**src/rtl/wb_port_arbiter.sv**
```systemverilog
// Register-file write-port arbiter: pipeline writeback has absolute priority,
// MDU results are bypassed or buffered, with a pending-write scoreboard and starvation stall.
module wb_port_arbiter #(
  parameter int DEPTH        = 2,
  parameter int STARVE_LIMIT = 4,
  localparam int CW = $clog2(DEPTH + 1),
  localparam int PW = (DEPTH > 1) ? $clog2(DEPTH) : 1,
  localparam int SW = $clog2(STARVE_LIMIT + 1)
) (
  input  logic          clk,
  input  logic          reset,
  input  logic          pipe_reg_write_w,
  input  logic [4:0]    pipe_rd_w,
  input  logic [31:0]   pipe_result_w,
  input  logic          mdu_issue,
  input  logic [4:0]    mdu_issue_rd,
  input  logic          mdu_valid,
  output logic          mdu_ready,
  input  logic [4:0]    mdu_rd,
  input  logic [31:0]   mdu_result,
  output logic          rf_we,
  output logic [4:0]    rf_waddr,
  output logic [31:0]   rf_wdata,
  output logic          rf_src,
  output logic [31:0]   pending_mask,
  output logic [CW-1:0] buf_count,
  output logic          stall_req
);

  // MDU handshake: a result moves on the rising edge where mdu_valid and
  // mdu_ready are both high; the MDU holds rd/result stable until then, and
  // mdu_ready depends only on occupancy (no pop-through when full).

  logic [CW-1:0] count;
  logic [PW-1:0] wr_ptr, rd_ptr;
  logic [SW-1:0] starve_cnt;
  logic [31:0]   pending;
  logic [4:0]    fifo_rd   [DEPTH];
  logic [31:0]   fifo_data [DEPTH];

  logic pipe_grant, head_grant, bypass_grant, xfer, push, pop;
  logic [31:0] set_mask, clr_mask;

  function automatic logic [PW-1:0] next_ptr(input logic [PW-1:0] p);
    return (p == PW'(DEPTH - 1)) ? '0 : PW'(p + 1'b1);
  endfunction

  assign pipe_grant   = pipe_reg_write_w && (pipe_rd_w != 5'd0);
  assign head_grant   = !pipe_grant && (count != '0);
  assign mdu_ready    = !reset && (count < CW'(DEPTH));
  assign xfer         = mdu_valid && mdu_ready;
  assign bypass_grant = !pipe_grant && (count == '0) && xfer;
  assign push         = xfer && !bypass_grant;
  assign pop          = head_grant;

  assign buf_count    = count;
  assign pending_mask = pending;
  assign stall_req    = !reset && (starve_cnt >= SW'(STARVE_LIMIT));

  always_comb begin
    rf_we    = 1'b0;
    rf_waddr = 5'd0;
    rf_wdata = 32'd0;
    rf_src   = 1'b0;
    if (pipe_grant) begin
      rf_we    = 1'b1;
      rf_waddr = pipe_rd_w;
      rf_wdata = pipe_result_w;
    end else if (head_grant) begin
      rf_we    = (fifo_rd[rd_ptr] != 5'd0);
      rf_waddr = fifo_rd[rd_ptr];
      rf_wdata = fifo_data[rd_ptr];
      rf_src   = 1'b1;
    end else if (bypass_grant) begin
      rf_we    = (mdu_rd != 5'd0);
      rf_waddr = mdu_rd;
      rf_wdata = mdu_result;
      rf_src   = 1'b1;
    end
    if (reset) rf_we = 1'b0;
  end

  always_comb begin
    set_mask = '0;
    clr_mask = '0;
    if (mdu_issue && (mdu_issue_rd != 5'd0)) set_mask = 32'd1 << mdu_issue_rd;
    if (head_grant)        clr_mask = 32'd1 << fifo_rd[rd_ptr];
    else if (bypass_grant) clr_mask = 32'd1 << mdu_rd;
  end

  always_ff @(posedge clk or posedge reset) begin
    if (reset) begin
      count      <= '0;
      wr_ptr     <= '0;
      rd_ptr     <= '0;
      starve_cnt <= '0;
      pending    <= '0;
    end else begin
      if (push) wr_ptr <= next_ptr(wr_ptr);
      if (pop)  rd_ptr <= next_ptr(rd_ptr);
      case ({push, pop})
        2'b10:   count <= count + 1'b1;
        2'b01:   count <= count - 1'b1;
        default: count <= count;
      endcase
      // Set is applied after clear so a same-cycle reissue keeps the bit.
      pending <= ((pending & ~clr_mask) | set_mask) & ~32'd1;
      if ((count == '0) || head_grant)
        starve_cnt <= '0;
      else if (pipe_grant && (starve_cnt < SW'(STARVE_LIMIT)))
        starve_cnt <= starve_cnt + 1'b1;
    end
  end

  always_ff @(posedge clk) begin
    if (push) begin
      fifo_rd[wr_ptr]   <= mdu_rd;
      fifo_data[wr_ptr] <= mdu_result;
    end
  end

endmodule
```
**config.mk**
```make
export PLATFORM = sky130hd
export DESIGN_NAME = wb_port_arbiter
export DESIGN_NICKNAME = d
export VERILOG_FILES = /design/src/rtl/wb_port_arbiter.sv
export SDC_FILE = /design/constraint.sdc
export NUM_CORES = 1
export LEC_CHECK = 0
export ABC_AREA = 1
export CAP_MARGIN = 10
export CORE_ASPECT_RATIO = 1.25
export CORE_UTILIZATION = 50
export DETAILED_ROUTE_END_ITERATION = 10
export GPL_TIMING_DRIVEN = 0
export PLACE_DENSITY = 0.89
export SETUP_SLACK_MARGIN = 0.15
export SLEW_MARGIN = 5
export SYNTH_ARGS = -nofsm -noshare
export SYNTH_HDL_FRONTEND = slang
export SYNTH_SLANG_ARGS = --single-unit
```
**constraint.sdc**
```tcl
create_clock -name clk -period 6 [get_ports clk]
set_input_delay 1.5 -clock clk [delete_from_list [all_inputs] [get_ports clk]]
set_output_delay 1.5 -clock clk [all_outputs]
set_load 0.1 [all_outputs]
```
==> flow_metrics.tcl <==
set metrics [dict create \
    status "finished clean" \
    synth_async_sr_flop_share 0.3393 \
    cts_setup_buffers 0 \
    met2_length_um 8913 \
    avgSynthCellArea_um2 8.876 \
    ys_top_cells_by_count "177 x nand2_1, 96 x nand3_1, 74 x edfxtp_1, 70 x nor2_1, 39 x nand4_1" \
    wl_met1_um 6896 \
    rr_endpoint "fifo_data[1][0]$_DFFE_PP_" \
    clk_pin_slew_ps 70 \
    ff2ff_setup_slack_ps 4040 \
    nets 917 \
    final.setup.tns_ps 0 \
    dr.max_layer_used "met4" \
    synthTopCellsByArea "edfxtp_1 38%, dfrtp_1 16%, nand2_1 11%, nand3_1 8.2%, o211ai_1 4.6%" \
    numCtsBuffers 9 \
    dr_wl_met3_um 1320 \
    vias 5525 \
    vias_per_cell 5.690 \
    syn_nets 748 \
    h-tree-depth 3 \
    wl_per_cell_um 18.23 \
    die_y_um 123.2 \
    maxCapViolations 0 \
    yosysMostFrequentCell "nand2_1" \
    drive_gt1_frac 0.1077 \
    cp.required_ps 4500 \
    grt_pass1_vias 5252 \
    gp_congestion 0.9873 \
    comb_power_share 0.617 \
    drt-total-wl_um 17710 \
    drt-initial-drc-count 391 \
    dpl-instance-area_mm2 0.007667 \
    drcViolationCount 0 \
    grt_use_total 0.2942 \
    syn_area_mm2 0.005876 \
    die-width_um 98.96 \
    place.port_buffers 156 \
    cp.arrival_ps 4230 \
    worstSetupStartpointType "input port" \
    row_count 43 \
    pwr-share-seq 0.255 \
    crit_path_max_fanout 10 \
    critPathCaptureType "primary output" \
    critPathCapture "rf_wdata[0]" \
    cts_tree "built" \
    grt_max_degree 40 \
    rsz0062_at_grt "no" \
    grt_overflow 0 \
    internal_power_uw 1884 \
    power_uw 4368 \
    ys_seq_area_frac 0.5400 \
    synth_edf_count 74 \
    yosysWarnings 0 \
    dr.pass1.iters 5 \
    skew_ps 7.300 \
    max_clock_freq_mhz 174.6 \
    leakagePower_uw 0.003239 \
    synth.distinct_cells 32 \
    fp.coreArea_mm2 0.01124 \
    grt_pass1_wl_um 27050 \
    ys_ff_latch 112 \
    yosysTopAreaCell "edfxtp_1" \
    slew_violations 0 \
    clock_sinks 112 \
    p_sw_uw 2484 \
    reg2reg_depth 6 \
    r2r-start "buf_count[1]$_DFFE_PP0P_" \
    num_antenna_cells 0 \
    post-route-period-util 0.9545 \
    post-dp-hpwl_um 13470 \
    period_needed_ps 5727 \
    p_clk_frac 0.128 \
    design_area_mm2 0.007953 \
    clk_latency_ps 350 \
    start_util 0.5225 \
    drt.antenna.violating_nets 0 \
    crit_type "input port to primary output" \
    synth_ff_type "edfxtp_1" \
    syn2layout_area_growth_pct 35.35 \
    ios 159 \
    antenna_found_initial 0 \
    vdd_drop_max_mv 0.4475 \
    hold_viol_final 0 \
    worst_slew_pin_slew_ps 1015 \
    cts_root_buf "clkbuf_16" \
    cts_buffer_depth 2 \
    swShare 0.5687 \
    powerDensity_mw_per_mm2 549.2 \
    relSlewSlack 0.3209 \
    synthCells 662 \
    final-setup-viol-count 0 \
    hold_path.class "flop to flop" \
    crit_start "pipe_rd_w[4]" \
    whs_ps 510.7 \
    synth_top_cell_area_share 0.3782 \
    die_area_mm2 0.01219 \
]
[power by group through the flow]
| stage | Clock (µW) | Combinational, µW | Sequential (µW) |
|---|---|---|---|
| floorplan | 0 | 1220 | 1920 |
| CTS | 566 | 2700 | 1110 |
| detailed placement | 0 | 2720 | 1130 |
| global placement | 0 | 2690 | 1120 |
| finish | 560 | 2700 | 1110 |
| global route | 594 | 2810 | 1130 |
[cell families after synthesis]
| group | after synthesis | share of synthesized area |
|---|---|---|
| fa+ha+maj | 2 | 0.004258 |
| buf+inv | 67 | 0.05324 |
| compound gates | 44 | 0.05579 |
| other cells | 1 | 0.0006382 |
| flops | 112 | 0.5400 |
| xor+xnor | 4 | 0.005964 |
| simple gates | 432 | 0.3401 |
[layout by cell type, fill, tap and decap left out, drive strengths merged]
| cell type | n |
|---|---|
| xor2 | 2 |
| nand3 | 97 |
| nand4 | 39 |
| or2 | 32 |
| nand2 | 181 |
| inv | 27 |
| dlymetal6s2s | 15 |
| o21a | 1 |
| clkdlybuf4s50 | 122 |
| buf | 24 |
| ha | 2 |
| xnor2 | 2 |
| nor2 | 74 |
| a21oi | 5 |
| conb | 1 |
| dlygate4sd2 | 19 |
| nor4 | 3 |
| clkbuf | 26 |
| nor3 | 5 |
| clkinvlp | 1 |
| o211ai | 36 |
| edfxtp | 74 |
| dfrtp | 38 |
| o21ai | 2 |
| nand3b | 1 |
| clkinv | 7 |
[stage by stage]
step           worst slack (ps)  std cells  utilization
4_1_cts                   150.0        971       0.7039
3_5_place_dp              87.28        955       0.6819
3_3_place_gp              40.16        953       0.6770
6_report                  273.0        971       0.7072
2_1_floorplan             613.0        662            -
5_1_grt                   193.4        971       0.7072
[final cells by class]
class / instances / area, µm²
sequential: 112 / 3173
timing repair buffer: 158 / 1615
multi-input combinational: 483 / 2411
buffer: 39 / 207.7
clock buffer: 9 / 225.2
inverter: 28 / 105.1
fill: 883 / 3292
clock inverter: 7 / 46.29
tap: 135 / 168.9
[what timing repair did]
item | 4_1_cts | 5_1_grt
gates resized for setup | 19 | 15
setup endpoints to repair | 19 | 15
hold buffers | 0 | 0
[flip-flops by register name, indices dropped and copies added, names as in the netlist]
register / flops
pending_mask: 31
fifo_data: 64
buf_count: 2
fifo_rd: 10
starve_cnt: 3
wr_ptr: 1
rd_ptr: 1
[worst max-delay path, cell delays in order]
cell,delay [ps]
clkdlybuf4s50_1,440
nor2_1,200
nand3_2,160
nand2_4,170
nand2_4,80
nor2_4,330
nand2_1,90
nand3_1,110
clkdlybuf4s50_1,1140
[routing by layer]
| layer | GRT usage | vias up |
|---|---|---|
| met3 | 0.04805 | 37 |
| li1 | - | 2625 |
| met1 | 0.3579 | 2600 |
| met5 | 0 | - |
| met4 | 0.1222 | 0 |
| met2 | 0.5210 | 263 |
[worst min-delay path by stage]
stage                                          start                         end  cells past startpoint
final                      pending_mask[5]$_DFF_PP0_   pending_mask[5]$_DFF_PP0_                      2
after global routing       pending_mask[8]$_DFF_PP0_   pending_mask[8]$_DFF_PP0_                      2
after CTS                 pending_mask[29]$_DFF_PP0_  pending_mask[29]$_DFF_PP0_                      2
after detailed placement   pending_mask[2]$_DFF_PP0_   pending_mask[2]$_DFF_PP0_                      2
after global placement    pending_mask[14]$_DFF_PP0_  pending_mask[14]$_DFF_PP0_                      2
after floorplan                   wr_ptr$_DFFE_PP0P_          wr_ptr$_DFFE_PP0P_                      2
Power figures use the tool's default switching activity.
